--- src/rtl/ysyx_22041211_mem_arbiter_pkg.sv ---
// Shared types and constants for the IFU/LSU data-memory arbiter.
package ysyx_22041211_mem_arbiter_pkg;

  typedef enum logic [1:0] {
    ARB_IDLE = 2'd0,
    ARB_REQ  = 2'd1,
    ARB_RESP = 2'd2,
    ARB_TOUT = 2'd3
  } arb_state_e;

  localparam logic ARB_OWNER_IFU = 1'b0;
  localparam logic ARB_OWNER_LSU = 1'b1;

  // Grant vector bit 1 is the LSU, bit 0 the IFU; a one-hot grant maps to an owner code.
  function automatic logic owner_of(input logic [1:0] grant);
    return grant[1] ? ARB_OWNER_LSU : ARB_OWNER_IFU;
  endfunction

endpackage

--- src/rtl/ysyx_22041211_mem_arbiter_rr_arb2.sv ---
// Two-way round-robin pick: a lone requester wins, a tie goes to the master
// that did not own the port last.
module ysyx_22041211_rr_arb2
  import ysyx_22041211_mem_arbiter_pkg::*;
(
  input  logic [1:0] req,
  input  logic       last,
  output logic [1:0] grant
);

  // One-hot grant; bit 0 = IFU, bit 1 = LSU.
  always_comb begin
    grant = '0;
    if (req == 2'b11) begin
      grant = (last == ARB_OWNER_LSU) ? 2'b01 : 2'b10;
    end else begin
      grant = req;
    end
  end

endmodule

--- src/rtl/ysyx_22041211_mem_arbiter.sv ---
// Shares one data-memory port between the IFU (read-only) and the LSU.
// One transaction outstanding at a time; a watchdog turns a lost memory
// response into an error response to the owning master.
module ysyx_22041211_mem_arbiter
  import ysyx_22041211_mem_arbiter_pkg::*;
#(
  parameter int unsigned ADDR_LEN = 32,
  parameter int unsigned DATA_LEN = 32,
  parameter int unsigned TIMEOUT  = 255
) (
  input  logic                  clk,
  input  logic                  rst,

  input  logic                  ifu_req_valid_i,
  output logic                  ifu_req_ready_o,
  input  logic [ADDR_LEN-1:0]   ifu_addr_i,
  output logic                  ifu_rsp_valid_o,
  input  logic                  ifu_rsp_ready_i,
  output logic [DATA_LEN-1:0]   ifu_rdata_o,
  output logic                  ifu_rsp_err_o,

  input  logic                  lsu_req_valid_i,
  output logic                  lsu_req_ready_o,
  input  logic [ADDR_LEN-1:0]   lsu_addr_i,
  input  logic                  lsu_wen_i,
  input  logic [DATA_LEN-1:0]   lsu_wdata_i,
  input  logic [DATA_LEN/8-1:0] lsu_wmask_i,
  output logic                  lsu_rsp_valid_o,
  input  logic                  lsu_rsp_ready_i,
  output logic [DATA_LEN-1:0]   lsu_rdata_o,
  output logic                  lsu_rsp_err_o,

  output logic                  mem_req_valid_o,
  input  logic                  mem_req_ready_i,
  output logic [ADDR_LEN-1:0]   mem_addr_o,
  output logic                  mem_wen_o,
  output logic [DATA_LEN-1:0]   mem_wdata_o,
  output logic [DATA_LEN/8-1:0] mem_wmask_o,
  input  logic                  mem_rsp_valid_i,
  output logic                  mem_rsp_ready_o,
  input  logic [DATA_LEN-1:0]   mem_rdata_i,
  input  logic                  mem_rsp_err_i,

  output logic                  busy_o,
  output logic                  owner_o
);

  localparam int unsigned CW = $clog2(TIMEOUT + 1);
  localparam logic [CW-1:0] TO_VAL = CW'(TIMEOUT);

  arb_state_e              state;
  logic                    owner;
  logic                    last_owner;
  logic [ADDR_LEN-1:0]     addr_q;
  logic                    wen_q;
  logic [DATA_LEN-1:0]     wdata_q;
  logic [DATA_LEN/8-1:0]   wmask_q;
  logic [CW-1:0]           cnt;
  logic [CW-1:0]           cnt_inc;
  logic [1:0]              grant;
  logic                    owner_rsp_ready;

  ysyx_22041211_rr_arb2 u_rr (
    .req   ({lsu_req_valid_i, ifu_req_valid_i}),
    .last  (last_owner),
    .grant (grant)
  );

  // Saturating watchdog increment and the owner's response-ready select.
  always_comb begin
    cnt_inc         = (cnt == TO_VAL) ? cnt : cnt + CW'(1);
    owner_rsp_ready = (owner == ARB_OWNER_LSU) ? lsu_rsp_ready_i : ifu_rsp_ready_i;
  end

  // Arbiter FSM: grant/latch in IDLE, hold request in REQ, wait/watchdog in RESP, error reply in TOUT.
  always_ff @(posedge clk or negedge rst) begin
    if (!rst) begin
      state      <= ARB_IDLE;
      owner      <= ARB_OWNER_IFU;
      last_owner <= ARB_OWNER_LSU;
      addr_q     <= '0;
      wen_q      <= 1'b0;
      wdata_q    <= '0;
      wmask_q    <= '0;
      cnt        <= '0;
    end else begin
      unique case (state)
        ARB_IDLE: begin
          if (grant != 2'b00) begin
            owner <= owner_of(grant);
            if (grant[1]) begin
              addr_q  <= lsu_addr_i;
              wen_q   <= lsu_wen_i;
              wdata_q <= lsu_wdata_i;
              wmask_q <= lsu_wmask_i;
            end else begin
              addr_q  <= ifu_addr_i;
              wen_q   <= 1'b0;
              wdata_q <= '0;
              wmask_q <= '0;
            end
            state <= ARB_REQ;
          end
        end
        ARB_REQ: begin
          if (mem_req_ready_i) begin
            cnt   <= '0;
            state <= ARB_RESP;
          end
        end
        ARB_RESP: begin
          // A completed handshake takes priority over a watchdog expiry.
          if (mem_rsp_valid_i && owner_rsp_ready) begin
            last_owner <= owner;
            state      <= ARB_IDLE;
          end else if (!mem_rsp_valid_i) begin
            cnt <= cnt_inc;
            if (cnt_inc == TO_VAL) begin
              state <= ARB_TOUT;
            end
          end
        end
        ARB_TOUT: begin
          if (owner_rsp_ready) begin
            last_owner <= owner;
            state      <= ARB_IDLE;
          end
        end
        default: state <= ARB_IDLE;
      endcase
    end
  end

  // Handshake and response routing derived from the registered state.
  always_comb begin
    ifu_req_ready_o = 1'b0;
    lsu_req_ready_o = 1'b0;
    ifu_rsp_valid_o = 1'b0;
    lsu_rsp_valid_o = 1'b0;
    ifu_rdata_o     = '0;
    lsu_rdata_o     = '0;
    ifu_rsp_err_o   = 1'b0;
    lsu_rsp_err_o   = 1'b0;
    mem_req_valid_o = 1'b0;
    mem_rsp_ready_o = 1'b0;
    unique case (state)
      ARB_IDLE: begin
        ifu_req_ready_o = grant[0];
        lsu_req_ready_o = grant[1];
        mem_rsp_ready_o = 1'b1;
      end
      ARB_REQ: begin
        mem_req_valid_o = 1'b1;
      end
      ARB_RESP: begin
        mem_rsp_ready_o = owner_rsp_ready;
        if (owner == ARB_OWNER_LSU) begin
          lsu_rsp_valid_o = mem_rsp_valid_i;
          lsu_rdata_o     = mem_rdata_i;
          lsu_rsp_err_o   = mem_rsp_err_i;
        end else begin
          ifu_rsp_valid_o = mem_rsp_valid_i;
          ifu_rdata_o     = mem_rdata_i;
          ifu_rsp_err_o   = mem_rsp_err_i;
        end
      end
      ARB_TOUT: begin
        if (owner == ARB_OWNER_LSU) begin
          lsu_rsp_valid_o = 1'b1;
          lsu_rsp_err_o   = 1'b1;
        end else begin
          ifu_rsp_valid_o = 1'b1;
          ifu_rsp_err_o   = 1'b1;
        end
      end
      default: ;
    endcase
  end

  // Latched request fields and status.
  always_comb begin
    mem_addr_o  = addr_q;
    mem_wen_o   = wen_q;
    mem_wdata_o = wdata_q;
    mem_wmask_o = wmask_q;
    busy_o      = (state != ARB_IDLE);
    owner_o     = owner;
  end

endmodule

--- config.mk ---
export PLATFORM = sky130hd
export DESIGN_NAME = ysyx_22041211_mem_arbiter
export DESIGN_NICKNAME = d
export VERILOG_FILES = /design/src/rtl/ysyx_22041211_mem_arbiter_pkg.sv /design/src/rtl/ysyx_22041211_mem_arbiter_rr_arb2.sv /design/src/rtl/ysyx_22041211_mem_arbiter.sv
export SDC_FILE = /design/constraint.sdc
export NUM_CORES = 1
export LEC_CHECK = 0
export ABC_AREA = 0
export ABC_CLOCK_PERIOD_IN_PS = 3700
export BUFFER_PORTS_ARGS = -buffer_cell sky130_fd_sc_hd__buf_2
export CORE_AREA = 2 2 111 113
export DETAILED_ROUTE_END_ITERATION = 8
export DIE_AREA = 0 0 113 115
export PLACE_DENSITY = 0.67
export SYNTH_ARGS = -nofsm -noshare
export SYNTH_HDL_FRONTEND = slang
export SYNTH_HIERARCHICAL = 1
export SYNTH_SLANG_ARGS = --single-unit
--- constraint.sdc ---
create_clock -name clk -period 3.7 [get_ports clk]
set_input_delay 0.925 -clock clk [delete_from_list [all_inputs] [get_ports clk]]
set_output_delay 0.925 -clock clk [all_outputs]
set_load 0.02 [all_outputs]
---- Word-level counts from Yosys, hierarchy flattened ----
Cells that the tools add are included.
word-level totals
  bits in registers ....................... 81
  memories ................................ 0
  ROM bits ................................ 0
  bits in latches ......................... 0
  bits in writable memories ............... 0
  logic and storage cells ................. 74
cells by class
  div/mod/pow operators ................... 0
  magnitude comparators ................... 0
  multiplexer cells ....................... 41
  $mul .................................... 0
  add/sub/neg operators ................... 1
  eq/ne operators ......................... 14
  reductions and logical operators ........ 10
  shifts and indexed selects .............. 0
  bitwise gates (word level) .............. 0
operators by type and width
  kind                 count
  $mux 32              6
  $mux 8               4
  $eq 8x8->1 const B   2
  $mux 2               8
  $pmux 8 s2           1
  $mux 1               14
  $ne 2x2->1 const B   6
  $pmux 1 s2           6
  $add 8x1->8 const B  1
  $pmux 2 s4           1
  $reduce_bool 2->1    4
  $eq 2x2->1 const B   3
  $ne 3x3->1 const B   2
  $reduce_and 5->1     1
  $mux 4               1
  $reduce_and 4->1     1
  $reduce_and 3->1     1
  $eq 2x1->1 const B   1
  $logic_not 2->1      1
  $reduce_and 2->1     1
  $logic_and 1x1->1    1

---- Logic depth before layout (Yosys ltp) ----
  depth in word-level cells ............... 7
  gate-level depth with buffers ........... 8
  mapped depth without buffers ............ 6

---- Hierarchy ----
The synthesis kept the hierarchy.
by module, submodules not included
  module                     area each (um^2)  cells each  instances
  ysyx_22041211_mem_arbiter  4097.7            436         1
  ysyx_22041211_rr_arb2      18.8              3           1

---- Least setup slack after synthesis ----
No wires, ideal clock.
  path type ............................... input-to-output
  start ................................... input lsu_req_valid_i
  end ..................................... output lsu_req_ready_o
  cell stages on the path ................. 4
  slack ................................... 0.901 ns
  arrival ................................. 1.874 ns
  cell sequence ........................... a21boi_0 > buf_2 > nor3b_2 > clkbuf_1
between the ends
  longest elaborated chain between the ends .. 3
RTL lines
  what             RTL line                                 text
  start, declared  ysyx_22041211_mem_arbiter.sv:22          input logic lsu_req_valid_i,
  $eq 2x2->1       ysyx_22041211_mem_arbiter_rr_arb2.sv:14  if (req == 2'b11) begin
  $mux 2 (*)       ysyx_22041211_mem_arbiter_rr_arb2.sv:14
  $mux 1 (*)       ysyx_22041211_mem_arbiter.sv:146         unique case (state)
  end, declared    ysyx_22041211_mem_arbiter.sv:23          output logic lsu_req_ready_o,
Mark *: on every way between the ends. The rest lies on a longest branch, timed or not.

---- Worst setup path after layout ----
  start ................................... register state[0]
  end ..................................... output ifu_rsp_valid_o
between the ends
  longest elaborated chain between the ends .. 2
  elaborated cells on any way between the ends .. 3
  those cells by class .................... 2 x eq/ne; 1 x mux
RTL lines
  what                    RTL line                          text
  start, declared         ysyx_22041211_mem_arbiter.sv:51   arb_state_e state;
  start signal, assigned  ysyx_22041211_mem_arbiter.sv:78   state <= ARB_IDLE;
  start signal, assigned  ysyx_22041211_mem_arbiter.sv:102  state <= ARB_REQ;
  start signal, assigned  ysyx_22041211_mem_arbiter.sv:108  state <= ARB_RESP;
  $eq 2x2->1              ysyx_22041211_mem_arbiter.sv:146
  $pmux 1 s2 (*)          ysyx_22041211_mem_arbiter.sv:146
  end, declared           ysyx_22041211_mem_arbiter.sv:17   output logic ifu_rsp_valid_o,
Marked as above.

==> qor.csv <==
metric,value,unit
Yosys reg bits,81,
synthesized cell area,0.00412,sq mm
clk root buf,clkbuf_16,
"Worst Path Class, Setup",register to primary output,
crit path DAT,2.03,ns
"most common cell after layout, fill and taps aside",buf_2,
post-synthesis mux area share,0.0827,
Die W,113,um
CTS tree,built,
Worst-Skew Late Latency,0.33,ns
die area,0.0130,sq mm
Crit. End Element,primary output,
normalized max-slew margin,0.235,
peak supply drop,0.455,mV
Total Routing Usage GR,0.179,
hold_sp,mem_addr_o[19]$_DFFE_PN0P_,
dpl cell area,0.00565,sq mm
max-cap viol count,0,
fin nets,847,
Synth Area in Simple Gates,0.198,
Die Y,115,um
main combinational cell family by area after synthesis,simple AND/OR/NAND/NOR gates,
Syn Nets,582,
area share of fa/ha/maj cells after synthesis,0.00304,
post-synthesis xor/xnor area fraction,0,
YS warnings,6,
multi-input logic area,0.00193,sq mm
setup bufs post-CTS,0,
Remaining DRCs,20,
Fin Setup TNS,0,ns
grt total ovfl,0,
core area,0.0118,sq mm
Fin. Hold Viols,0,
Clock power frac,0.196,
Port Buf Inserts,284,
period utilization,0.800,
Achievable Freq,338,MHz
CP Launch Type,register,
layout cells sized above 1,0.446,
Lkg Pwr,0.00330,uW
Reg-to-Reg Start,state[0]$_DFFE_PN0P_,
Pint,2710,uW
Initial Util,0.349,
maximum fanout along the worst path,46,
worst clock skew,0.00673,ns
via count,4131,
Via density,4.83,
sw frac,0.434,
clk sinks,81,
RSZ-0062 raised after global routing,no,
drt pass-1 iters,6,
most frequent cells in the layout,"283 x buf_2, 80 x dfrtp_1, 74 x nor2_1",
Comb power frac,0.480,
design area,0.00597,sq mm
FF-to-FF End,mem_addr_o[26]$_DFFE_PN0P_,
status,"finished, violations left",
post-route ant nets,0,
Post-CTS Hold Fix Bufs,0,
Gate Count Post-Synth,439,
Synth Area in Compound Gates,0.179,
Hold EP,mem_addr_o[19]$_DFFE_PN0P_,
largest cells by area after synthesis,"dfrtp_1 49%, a22o_1 8.3%, mux2i_1 8.3%, nor2_1 6.8%, nand2b_1 4.9%",
clk buf depth,2,
hpwl dp,9460,um
"CTS clk-pin slew, worst paths",0.06,ns
fill cell count,1114,
cell row count,40,
vias in the first global route,3745,
syn avg cell area,9.38,sq um
pwr dens,804,mW/mm^2
crit path time final,2.96,ns
WL final,12300,um
share of the yosys chip area belonging to registers,0.493,
sequential share of power,0.324,
Post-CTS Resized,0,
Pins Over Slew Limit,0,
Synth area leader,dfrtp_1,
Finish-stage setup viols,0,
number of distinct library cells after synthesis,43,
Final GP Congestion,0.873,
first-pass GRT wire length,18600,um
Worst R2R Path Depth,5,
switching power,2080,uW
DRT iter0 DRCs,167,
Worst-Margin Slew,1.15,ns
end-of-flow core utilization,0.506,
r2r setup slk,1.38,ns
FF/Latch Area,0.00203,sq mm
largest net degree at the start of global routing,102,
top cell type's share of synthesized area,0.486,
Layout area overhead,45.0,%
initial antenna violation count,0,
failing checks,DRC,
DR WL/cell,14.4,um
Hold Path Class,register to register,
IO Pins,285,
worst path required time,2.77,ns
Diodes inserted,0,
Inserted Clock Buffers,9,
hold depth,2,
H-tree depth,3,
## cell type report
class                           instances  share of cell area
Clock inverter                          6              0.0151
Inverter                                7             0.00440
Tap cell                              147              0.0308
Clock buffer                           10              0.0383
Multi-Input combinational cell        315               0.324
Timing Repair Buffer                  290               0.248
Sequential cell                        81               0.340
## metrics by stage
step / std cells / power, uW / setup WS (ns) / hold WS, ns
final: 856 / 4800 / 0.742 / 0.475
after global routing: 856 / 5120 / 0.453 / 0.504
after CTS: 856 / 4860 / 0.697 / 0.481
after detailed placement: 840 / 3890 / 0.865 / 0.466
after global placement: 840 / 3850 / 0.883 / 0.457
after floorplan: 439 / 3070 / 0.901 / 0.514
## cell families after synthesis
family | after synthesis
mux | 34
buf+inv | 43
simple gates | 174
compound gates | 106
fa+ha+maj | 1
flops | 81
## worst max-delay path: stages (launching register included)
cell	delay [ns]
dfrtp_1	1.10
nor2_1	0.26
nor2_1	0.14
buf_2	0.19
## synthesized netlist by cell type (all sizes together)
library cell,count
dfrtp,80
nor2,75
nand2,45
o21ai,41
a22o,39
mux2i,34
nand2b,32
clkbuf,20
buf,16
a21oi,7
inv,7
a21boi,4
nand3,4
nor2b,3
nor3b,3
o211ai,3
a21o,2
and4,2
nand4,2
o31ai,2
or3,2
or3b,2
a211o,1
a221oi,1
a31o,1
a31oi,1
a32oi,1
and4b,1
dfstp,1
ha,1
nand3b,1
nor3,1
o21a,1
o21bai,1
o41a,1
or2,1
## worst max path at each step
| stage | startpoint | end | slack, ns | cells past startpoint |
|---|---|---|---|---|
| after floorplan | lsu_req_valid_i | lsu_req_ready_o | 0.90 | 4 |
| after global placement | ifu_req_valid_i | ifu_req_ready_o | 0.88 | 4 |
| after detailed placement | ifu_req_valid_i | ifu_req_ready_o | 0.86 | 4 |
| after CTS | state[0]$_DFFE_PN0P_ | ifu_rsp_valid_o | 0.70 | 3 |
| after global routing | state[0]$_DFFE_PN0P_ | ifu_rsp_valid_o | 0.45 | 3 |
| final | state[0]$_DFFE_PN0P_ | ifu_rsp_valid_o | 0.74 | 3 |
## per-layer routing
| layer | track usage | up-vias | part of all wire |
|---|---|---|---|
| li1 | - | 2041 | - |
| met1 | 0.220 | 1876 | 0.40 |
| met2 | 0.309 | 202 | 0.50 |
| met3 | 0.0506 | 12 | 0.086 |
| met4 | 0.0528 | 0 | 0.013 |
| met5 | 0 | - | 0 |
## registers in the layout, indices dropped and copies added (netlist names)
| name | flops |
|---|---|
| cnt | 8 |
| last_owner | 1 |
| mem_addr_o | 32 |
| mem_wdata_o | 32 |
| mem_wen_o | 1 |
| mem_wmask_o | 4 |
| owner_o | 1 |
| state | 2 |
## power groups by stage
stage | clock [uW] | sequential [uW] | combinational [uW]
2_1_floorplan | 0 | 1870 | 1200
3_3_place_gp | 0 | 1550 | 2290
3_5_place_dp | 0 | 1550 | 2340
4_1_cts | 976 | 1560 | 2330
5_1_grt | 1010 | 1610 | 2500
6_report | 942 | 1560 | 2300
(Power assumes the default switching activity.)
